<file path="src/rtl/bus_slave_select_if.sv">
`default_nettype none
// ============================================================================
// Module   : bus_slave_select_if
// Brief    : Master-to-slave-select bundle: request/select in, chip-selects,
//            status and error count out.
// Revision : 1.0 - initial release
// ============================================================================
interface bus_slave_select_if #(
    parameter int SEL_W  = 3,
    parameter int N_SLV  = 8,
    parameter int ERRC_W = 8
);
    logic              req;
    logic [SEL_W-1:0]  sel;
    logic [N_SLV-1:0]  ack_in;
    logic [N_SLV-1:0]  cs;
    logic              busy;
    logic              done;
    logic              err;
    logic [SEL_W-1:0]  cur_sel;
    logic [ERRC_W-1:0] err_cnt;

    modport master (
        output req, sel, ack_in,
        input  cs, busy, done, err, cur_sel, err_cnt
    );

    modport slave (
        input  req, sel, ack_in,
        output cs, busy, done, err, cur_sel, err_cnt
    );
endinterface
`default_nettype wire

</file>
<file path="src/rtl/bus_slave_select.sv">
`default_nettype none
// ============================================================================
// Module   : bus_slave_select
// Brief    : Registered slave-select decoder holding a one-hot chip-select
//            until ack, with unmapped/timeout error flagging and counting.
// Revision : 1.0 - initial release
// ============================================================================
module bus_slave_select #(
    parameter int SEL_W   = 3,
    parameter int N_SLV   = 8,
    parameter int TIMEOUT = 15,
    parameter int ERRC_W  = 8
) (
    input  wire logic           clk,
    input  wire logic           rst_n,
    bus_slave_select_if.slave   bus
);

    localparam int              TW    = (TIMEOUT > 0) ? $clog2(TIMEOUT + 1) : 1;
    localparam logic [TW-1:0]   TMAX  = TW'((TIMEOUT > 0) ? (TIMEOUT - 1) : 0);
    localparam bit              TO_EN = (TIMEOUT > 0);

    typedef enum logic [1:0] {
        S_IDLE   = 2'd0,
        S_ACTIVE = 2'd1,
        S_FIN    = 2'd2
    } state_t;

    state_t             state_q;
    logic [N_SLV-1:0]   cs_q;
    logic               busy_q;
    logic               done_q;
    logic               err_q;
    logic [SEL_W-1:0]   cur_sel_q;
    logic [ERRC_W-1:0]  err_cnt_q;
    logic [TW-1:0]      timer_q;

    logic               w_ack_hit;
    logic               w_sel_ok;
    logic [ERRC_W-1:0]  w_cnt_next;

    // cs_q is one-hot on the captured select while ACTIVE, so masking with it
    // honours only the addressed slave's acknowledge.
    assign w_ack_hit  = |(bus.ack_in & cs_q);
    assign w_sel_ok   = (32'(bus.sel) < 32'(N_SLV));
    assign w_cnt_next = (&err_cnt_q) ? err_cnt_q : (err_cnt_q + ERRC_W'(1));

    always_ff @(posedge clk or negedge rst_n) begin
        if (!rst_n) begin
            state_q   <= S_IDLE;
            cs_q      <= '0;
            busy_q    <= 1'b0;
            done_q    <= 1'b0;
            err_q     <= 1'b0;
            cur_sel_q <= '0;
            err_cnt_q <= '0;
            timer_q   <= '0;
        end else begin
            done_q <= 1'b0;
            err_q  <= 1'b0;
            case (state_q)
                S_IDLE: begin
                    if (bus.req) begin
                        cur_sel_q <= bus.sel;
                        busy_q    <= 1'b1;
                        if (w_sel_ok) begin
                            state_q <= S_ACTIVE;
                            cs_q    <= N_SLV'(1) << bus.sel;
                            timer_q <= '0;
                        end else begin
                            state_q   <= S_FIN;
                            done_q    <= 1'b1;
                            err_q     <= 1'b1;
                            err_cnt_q <= w_cnt_next;
                        end
                    end
                end
                S_ACTIVE: begin
                    if (w_ack_hit) begin
                        state_q <= S_FIN;
                        cs_q    <= '0;
                        done_q  <= 1'b1;
                    end else if (TO_EN && (timer_q == TMAX)) begin
                        state_q   <= S_FIN;
                        cs_q      <= '0;
                        done_q    <= 1'b1;
                        err_q     <= 1'b1;
                        err_cnt_q <= w_cnt_next;
                    end else if (TO_EN) begin
                        timer_q <= timer_q + TW'(1);
                    end
                end
                S_FIN: begin
                    state_q <= S_IDLE;
                    busy_q  <= 1'b0;
                end
                default: begin
                    state_q <= S_IDLE;
                    cs_q    <= '0;
                    busy_q  <= 1'b0;
                end
            endcase
        end
    end

    assign bus.cs      = cs_q;
    assign bus.busy    = busy_q;
    assign bus.done    = done_q;
    assign bus.err     = err_q;
    assign bus.cur_sel = cur_sel_q;
    assign bus.err_cnt = err_cnt_q;

endmodule
`default_nettype wire

</file>
<file path="src/flat_wrapper.sv">
// flat-port wrapper written by rule: the top's interface ports become plain ports
module bus_slave_select_flat 
#(
    parameter int SEL_W   = 3,
    parameter int N_SLV   = 8,
    parameter int TIMEOUT = 15,
    parameter int ERRC_W  = 8
)
  (clk, rst_n, bus_req, bus_sel, bus_ack_in, bus_cs, bus_busy, bus_done, bus_err, bus_cur_sel, bus_err_cnt);
  bus_slave_select_if #(.SEL_W(SEL_W), .N_SLV(N_SLV), .ERRC_W(ERRC_W)) bus_i ();
  input  wire logic clk;
  input  wire logic rst_n;
  input wire logic [$bits(bus_i.req)-1:0] bus_req;
  input wire logic [$bits(bus_i.sel)-1:0] bus_sel;
  input wire logic [$bits(bus_i.ack_in)-1:0] bus_ack_in;
  output wire logic [$bits(bus_i.cs)-1:0] bus_cs;
  output wire logic [$bits(bus_i.busy)-1:0] bus_busy;
  output wire logic [$bits(bus_i.done)-1:0] bus_done;
  output wire logic [$bits(bus_i.err)-1:0] bus_err;
  output wire logic [$bits(bus_i.cur_sel)-1:0] bus_cur_sel;
  output wire logic [$bits(bus_i.err_cnt)-1:0] bus_err_cnt;
  assign bus_i.req = bus_req;
  assign bus_i.sel = bus_sel;
  assign bus_i.ack_in = bus_ack_in;
  assign bus_cs = bus_i.cs;
  assign bus_busy = bus_i.busy;
  assign bus_done = bus_i.done;
  assign bus_err = bus_i.err;
  assign bus_cur_sel = bus_i.cur_sel;
  assign bus_err_cnt = bus_i.err_cnt;
  bus_slave_select #(.SEL_W(SEL_W), .N_SLV(N_SLV), .TIMEOUT(TIMEOUT), .ERRC_W(ERRC_W)) u_core (.clk(clk), .rst_n(rst_n), .bus(bus_i));
endmodule
</file>
<file path="config.mk">
export PLATFORM = sky130hd
export DESIGN_NAME = bus_slave_select_flat
export DESIGN_NICKNAME = d
export VERILOG_FILES = /design/src/rtl/bus_slave_select_if.sv /design/src/rtl/bus_slave_select.sv /design/src/flat_wrapper.sv
export SDC_FILE = /design/constraint.sdc
export NUM_CORES = 1
export LEC_CHECK = 0
export CAP_MARGIN = 20
export CORE_ASPECT_RATIO = 1.25
export CORE_MARGIN = 2
export CORE_UTILIZATION = 50
export CTS_BUF_LIST = sky130_fd_sc_hd__clkbuf_4
export CTS_CLUSTER_DIAMETER = 60
export DETAILED_ROUTE_END_ITERATION = 10
export PLACE_DENSITY = 0.83
export SYNTH_ARGS = -nofsm -noshare
export SYNTH_HDL_FRONTEND = slang
export SYNTH_SLANG_ARGS = --single-unit
</file>
<file path="constraint.sdc">
create_clock -name clk -period 1.92 [get_ports clk]
set_input_delay 0.288 -clock clk [delete_from_list [all_inputs] [get_ports clk]]
set_output_delay 0.288 -clock clk [all_outputs]
set_load 0.02 [all_outputs]
</file>
---- Yosys cells after proc, flatten, opt, wreduce, memory -nomap -nowiden ----
Index checks and enable logic that the tools add are counted.
storage, ports and cells
  bits in writable memories ............... 0
  bits in latches ......................... 0
  flip-flop bits (word level) ............. 28
  input bits .............................. 14
  memories kept ........................... 0
  bits in read-only memories .............. 0
operators by class
  equality and inequality tests ........... 7
  $lt $le $gt $ge ......................... 0
  multiply operators ...................... 0
  bitwise operators ....................... 5
  shifts and indexed selects .............. 1
  divide/modulo/power cells ............... 0
  multiplexer cells ....................... 19
  reduce and logical (&&, ||, !) cells .... 10
  $add $sub $neg .......................... 2
operator list
  kind                                                                count
  8-bit two-way mux                                                   3
  8-bit one-hot mux with 3 select lines                               1
  4-bit two-way mux                                                   3
  8-bit by 1-bit adder with 8-bit output (second input constant)      1
  8-bit AND                                                           1
  4-bit one-hot mux with 2 select lines                               1
  4-bit AND reduction                                                 2
  8-bit AND reduction                                                 1
  8-bit OR reduction                                                  1
  1-bit by 3-bit << shifter with 8-bit output (first input constant)  1
  1-bit two-way mux                                                   6
  2-bit two-way mux                                                   3
  2-bit != test (second input constant)                               3
  2-bit AND reduction                                                 3
  4-bit by 1-bit adder with 4-bit output (second input constant)      1
  4-bit == test (second input constant)                               1
  1-bit NOT                                                           4
  2-bit one-hot mux with 2 select lines                               1
  3-bit by 1-bit != test with 1-bit output (second input constant)    1
  3-bit AND reduction                                                 1
  2-bit by 1-bit == test with 1-bit output (second input constant)    1
  2-bit == test (second input constant)                               1
  2-bit logical NOT                                                   1
  1-bit one-hot mux with 2 select lines                               1
  2-bit nonzero test                                                  1

---- Logic depth before layout (Yosys ltp) ----
  word-level depth ........................ 4
  gate-level depth with buffers ........... 7
  mapped depth without buffers ............ 6

---- Worst setup path after synthesis ----
No wires, ideal clock.
  path type ............................... register -> register
  start ................................... register u_core.cs_q[6], in the netlist u_core.bus.cs[6]
  end ..................................... register u_core.cs_q[1], in the netlist u_core.bus.cs[1]
  path slack .............................. 0.024 ns
  cell stages (with the launch flop) ...... 6
  setup time .............................. 0.125 ns
  data arrival time ....................... 1.771 ns
  cells stage by stage .................... dfrtp_1 -> a22o_1 -> a221oi_2 -> nand4_2 -> o22ai_4 -> mux2_4
between the ends
  cells in the longest elaborated chain, start to end .. 4
  elaborated cells on any way between the ends .. 6
  those cells by class .................... eq/ne (1); mux (2); bitwise (1); reduce/logical (2)
ends and longest elaborated chain
  element                                                                                  line                    RTL
  start: declaration                                                                       bus_slave_select.sv:30  logic [N_SLV-1:0] cs_q;
  start signal: assignment                                                                 bus_slave_select.sv:68  cs_q <= N_SLV'(1) << bus.sel;
  8-bit AND (*)                                                                            bus_slave_select.sv:44  assign w_ack_hit = |(bus.ack_in & cs_q);
  8-bit OR reduction (*)                                                                   bus_slave_select.sv:44
  3-bit by 1-bit != test with 1-bit output (no line) or 8-bit two-way mux (tied branches)  -
  3-bit AND reduction (no line) or 8-bit one-hot mux with 3 select lines (tied branches)   -
Mark *: on every way between the ends. The rest lies on a longest branch, timed or not.
A chain may end at the register's enable or synchronous reset.

---- Final worst setup path ----
  start ................................... register u_core.cs_q[6], in the netlist u_core.bus.cs[6]
  end ..................................... register u_core.cs_q[6], in the netlist u_core.bus.cs[6]
The elaborated chain is that of the path after synthesis.

==> out/qor.yml <==
detailed_routing:
  wl_met1_um: 1123
  dr.pass1.iters: 4
  postRouteAntennaNets: 0
  wl_met3_um: 149
  wl_um: 3060
  highest_layer: "met4"
  wire_per_inst_um: 15.07
  viasPerCell: 5.350
  drtIter0Drc: 14
  drcViolationCount: 0
  via_count: 1086
  wl_met2_um: 1705
global_route:
  grt_pass1_vias: 1171
  grt_pass1_wl_um: 4988
  grt_max_degree: 29
  grt_usage_pct: 20.44
  antenna_found_initial: 0
  grt_overflow: 0
critical_path:
  crit-reg2reg-launch: "u_core.bus.cs[6]"
  critPathKind: "register to register"
  worstPathRequired_ns: 2.15
  cp_max_fo: 8
  reg2reg_depth: 6
  cp-end-kind: "register"
  start_kind: "register"
  arrival_ns: 2.14
  r2r_end: "u_core.bus.cs[6]"
  regToRegSetupSlack_ns: 0.01
sta:
  tightest_slew_ns: 0.3833
  post-route-worst-setup-slack_ns: 0.01413
  period_minus_slack_ns: 1.906
  timing.final.crit_share_pct: 99.26
  rsz0062_at_grt: "true"
  finClkSkew_ns: 0.008977
  fmax_mhz: 524.7
  hold_violations: 0
  relSlewSlack_pct: 74.45
  finalSetupViolCount: 0
  slew_violations: 0
logic_synthesis:
  yosysWarnings: 0
  synth_top_area_share_pct: 49.91
  syn_area_um2: 1404
  yosysSeqAreaShare_pct: 49.91
  synth_nets: 137
  synthCells: 120
  yosysTopAreaCell: "dfrtp_1"
  ys.flop_type: "dfrtp_1"
  synth-edff-count: 0
  ys_ff_latch: 28
  yosys-top-cells-area: "dfrtp_1 (50%), mux2_4 (8.6%), mux2_2 (3.2%)"
  syn_area_per_cell_um2: 11.70
  async_reset_ff_share_pct: 100.0
  synth.distinct_cells: 38
power:
  leakagePower_nw: 0.9038
  peakVddDrop_mv: 0.7622
  p_per_area_nw_per_um2: 1342
clock_tree:
  cts_hold_buf: 0
  htreeDepth: 1
  clock_latency_ns: 0.34
  cts_inserted_buffers: 3
  root_buffer: "clkbuf_4"
  clkTransAtPathRegs_ns: 0.15
  cts.sinks: 28
  cts_max_path_buffers: 2
  cts_tree: "done"
flow_run:
  drv_cap: 0
place:
  finalWeightedCongestion: 0.8353
  post-place-ws_ns: -0.3583
  placed_area_um2: 1873
  portBuffers: 35
  place_hpwl_um: 2276
layout:
  n_antenna_cell: 0
  finish.instance_area_um2: 1982
  area_growth_pct: 41.18
  fillers: 191
  fin_nets: 187
  utilization_pct: 73.95
  drive_gt1_share_pct: 22.49
floorplan:
  io_pins: 36
  core_um2: 2680
  die_x_um: 51.40
  num_rows: 21
  die_y_um: 63.24
  dieArea_um2: 3250
  start_util_pct: 52.38
min_path:
  min_path_type: "input port to asynchronous set/reset pin"
run_status:
  run_status: "complete, no violations"
-- synthesized netlist by cell type, drive strengths merged (2+ instances only) --
cell	number
a21oi	2
a22oi	2
and2	2
clkbuf	2
dfrtp	28
ha	3
inv	6
mux2	14
nand2	9
nand3	7
nand4	2
nor2	8
nor3	7
nor3b	3
nor4	2
o21ai	3
or3	2
xor2	4
-- report_power, final --
group          total (mW)  internal [mW]  switching, mW
clock               0.388          0.211          0.176
combinational        1.41          0.735          0.676
sequential          0.861          0.745          0.116
total                2.66           1.69          0.968
-- state kept, by name, indices dropped and copies added, names as in the netlist --
signal	flops
u_core.bus.err	1
u_core.bus.cs	8
u_core.bus.cur_sel	3
u_core.state_q	2
u_core.bus.busy	1
u_core.timer_q	4
u_core.bus.done	1
u_core.bus.err_cnt	8
-- placed cells by master, fill, tap and decap left out, drive strengths merged, types with 2 or more instances in the layout --
master	synthesis	routed
mux2	14	14
xor2	4	4
nand4	2	2
a21oi	2	2
or3	2	2
inv	6	6
buf	1	13
nor4	2	2
dfrtp	28	28
o21ai	3	3
nor3b	3	3
nor3	7	7
nand2	9	9
clkbuf	2	3
nor2	8	8
clkdlybuf4s50	0	35
nand3	7	7
a22oi	2	2
and2	2	2
ha	3	3
-- worst max path at each step --
stage | to | slack, ns | cells after the start | startpoint
final | u_core.bus.cs[6] | 0.01 | 6 | u_core.bus.cs[6]
after global routing | u_core.bus.cs[6] | -0.07 | 6 | u_core.bus.cs[6]
after CTS | u_core.bus.err_cnt[7] | -0.03 | 5 | u_core.bus.cs[6]
after detailed placement | u_core.bus.err_cnt[7] | -0.36 | 6 | bus_ack_in[6]
after global placement | u_core.bus.err_cnt[7] | -0.31 | 6 | bus_ack_in[6]
after floorplan | u_core.bus.cs[1] | 0.02 | 5 | u_core.bus.cs[6]
-- repair_timing --
| item | 4_1_cts | 5_1_grt |
|---|---|---|
| buffers inserted | 0 | 2 |
| setup endpoints to repair | 6 | 17 |
| hold endpoints to repair | 0 | 0 |
| gates resized for setup | 0 | 7 |
| pin swaps | 0 | 2 |
| cloned | 0 | 0 |
-- metrics by stage --
step                TNS [ns]  hold WS, ns  std cells  total power, mW
detailed placement    -5.854       0.4807        197            2.201
CTS                 -0.07650       0.3175        201            2.594
global placement      -5.193       0.4878        197            2.146
floorplan                  0    -0.007591        120            1.664
finish                     0       0.3159        203            2.659
global route         -0.5960       0.3251        203            2.815
-- critical path: stages, from the launching register on --
cell,delay [ns]
dfrtp_1,0.41
a22o_1,0.24
a221oi_4,0.27
nand4_4,0.20
o22ai_4,0.22
buf_12,0.16
mux2_4,0.30
-- routing by layer --
layer	track usage, %	vias up
met4	10.20	0
li1	-	527
met5	0	-
met2	38.62	31
met1	20.28	520
met3	3.791	8
-- logic make-up (layout without fill, tap and decap cells) --
group           after synthesis  in the layout  synth area share [%]
xor+xnor                      5              5                 3.119
flops                        28             28                 49.91
simple gates                 46             46                 18.27
buf+inv                       9             58                 2.941
mux                          15             15                 14.08
fa+ha+maj                     3              3                 2.674
compound gates               14             14                 9.002
-- cell type report --
cell class | instances | area (um2) | share of cell area, %
Sequential cell | 28 | 700.7 | 35.35
Multi-Input combinational cell | 83 | 699.4 | 35.29
Timing Repair Buffer | 48 | 464.2 | 23.42
Tap cell | 34 | 42.54 | 2.146
Clock inverter | 1 | 30.03 | 1.515
Clock buffer | 3 | 22.52 | 1.136
Inverter | 6 | 22.52 | 1.136
Power figures use the tool's default switching activity.
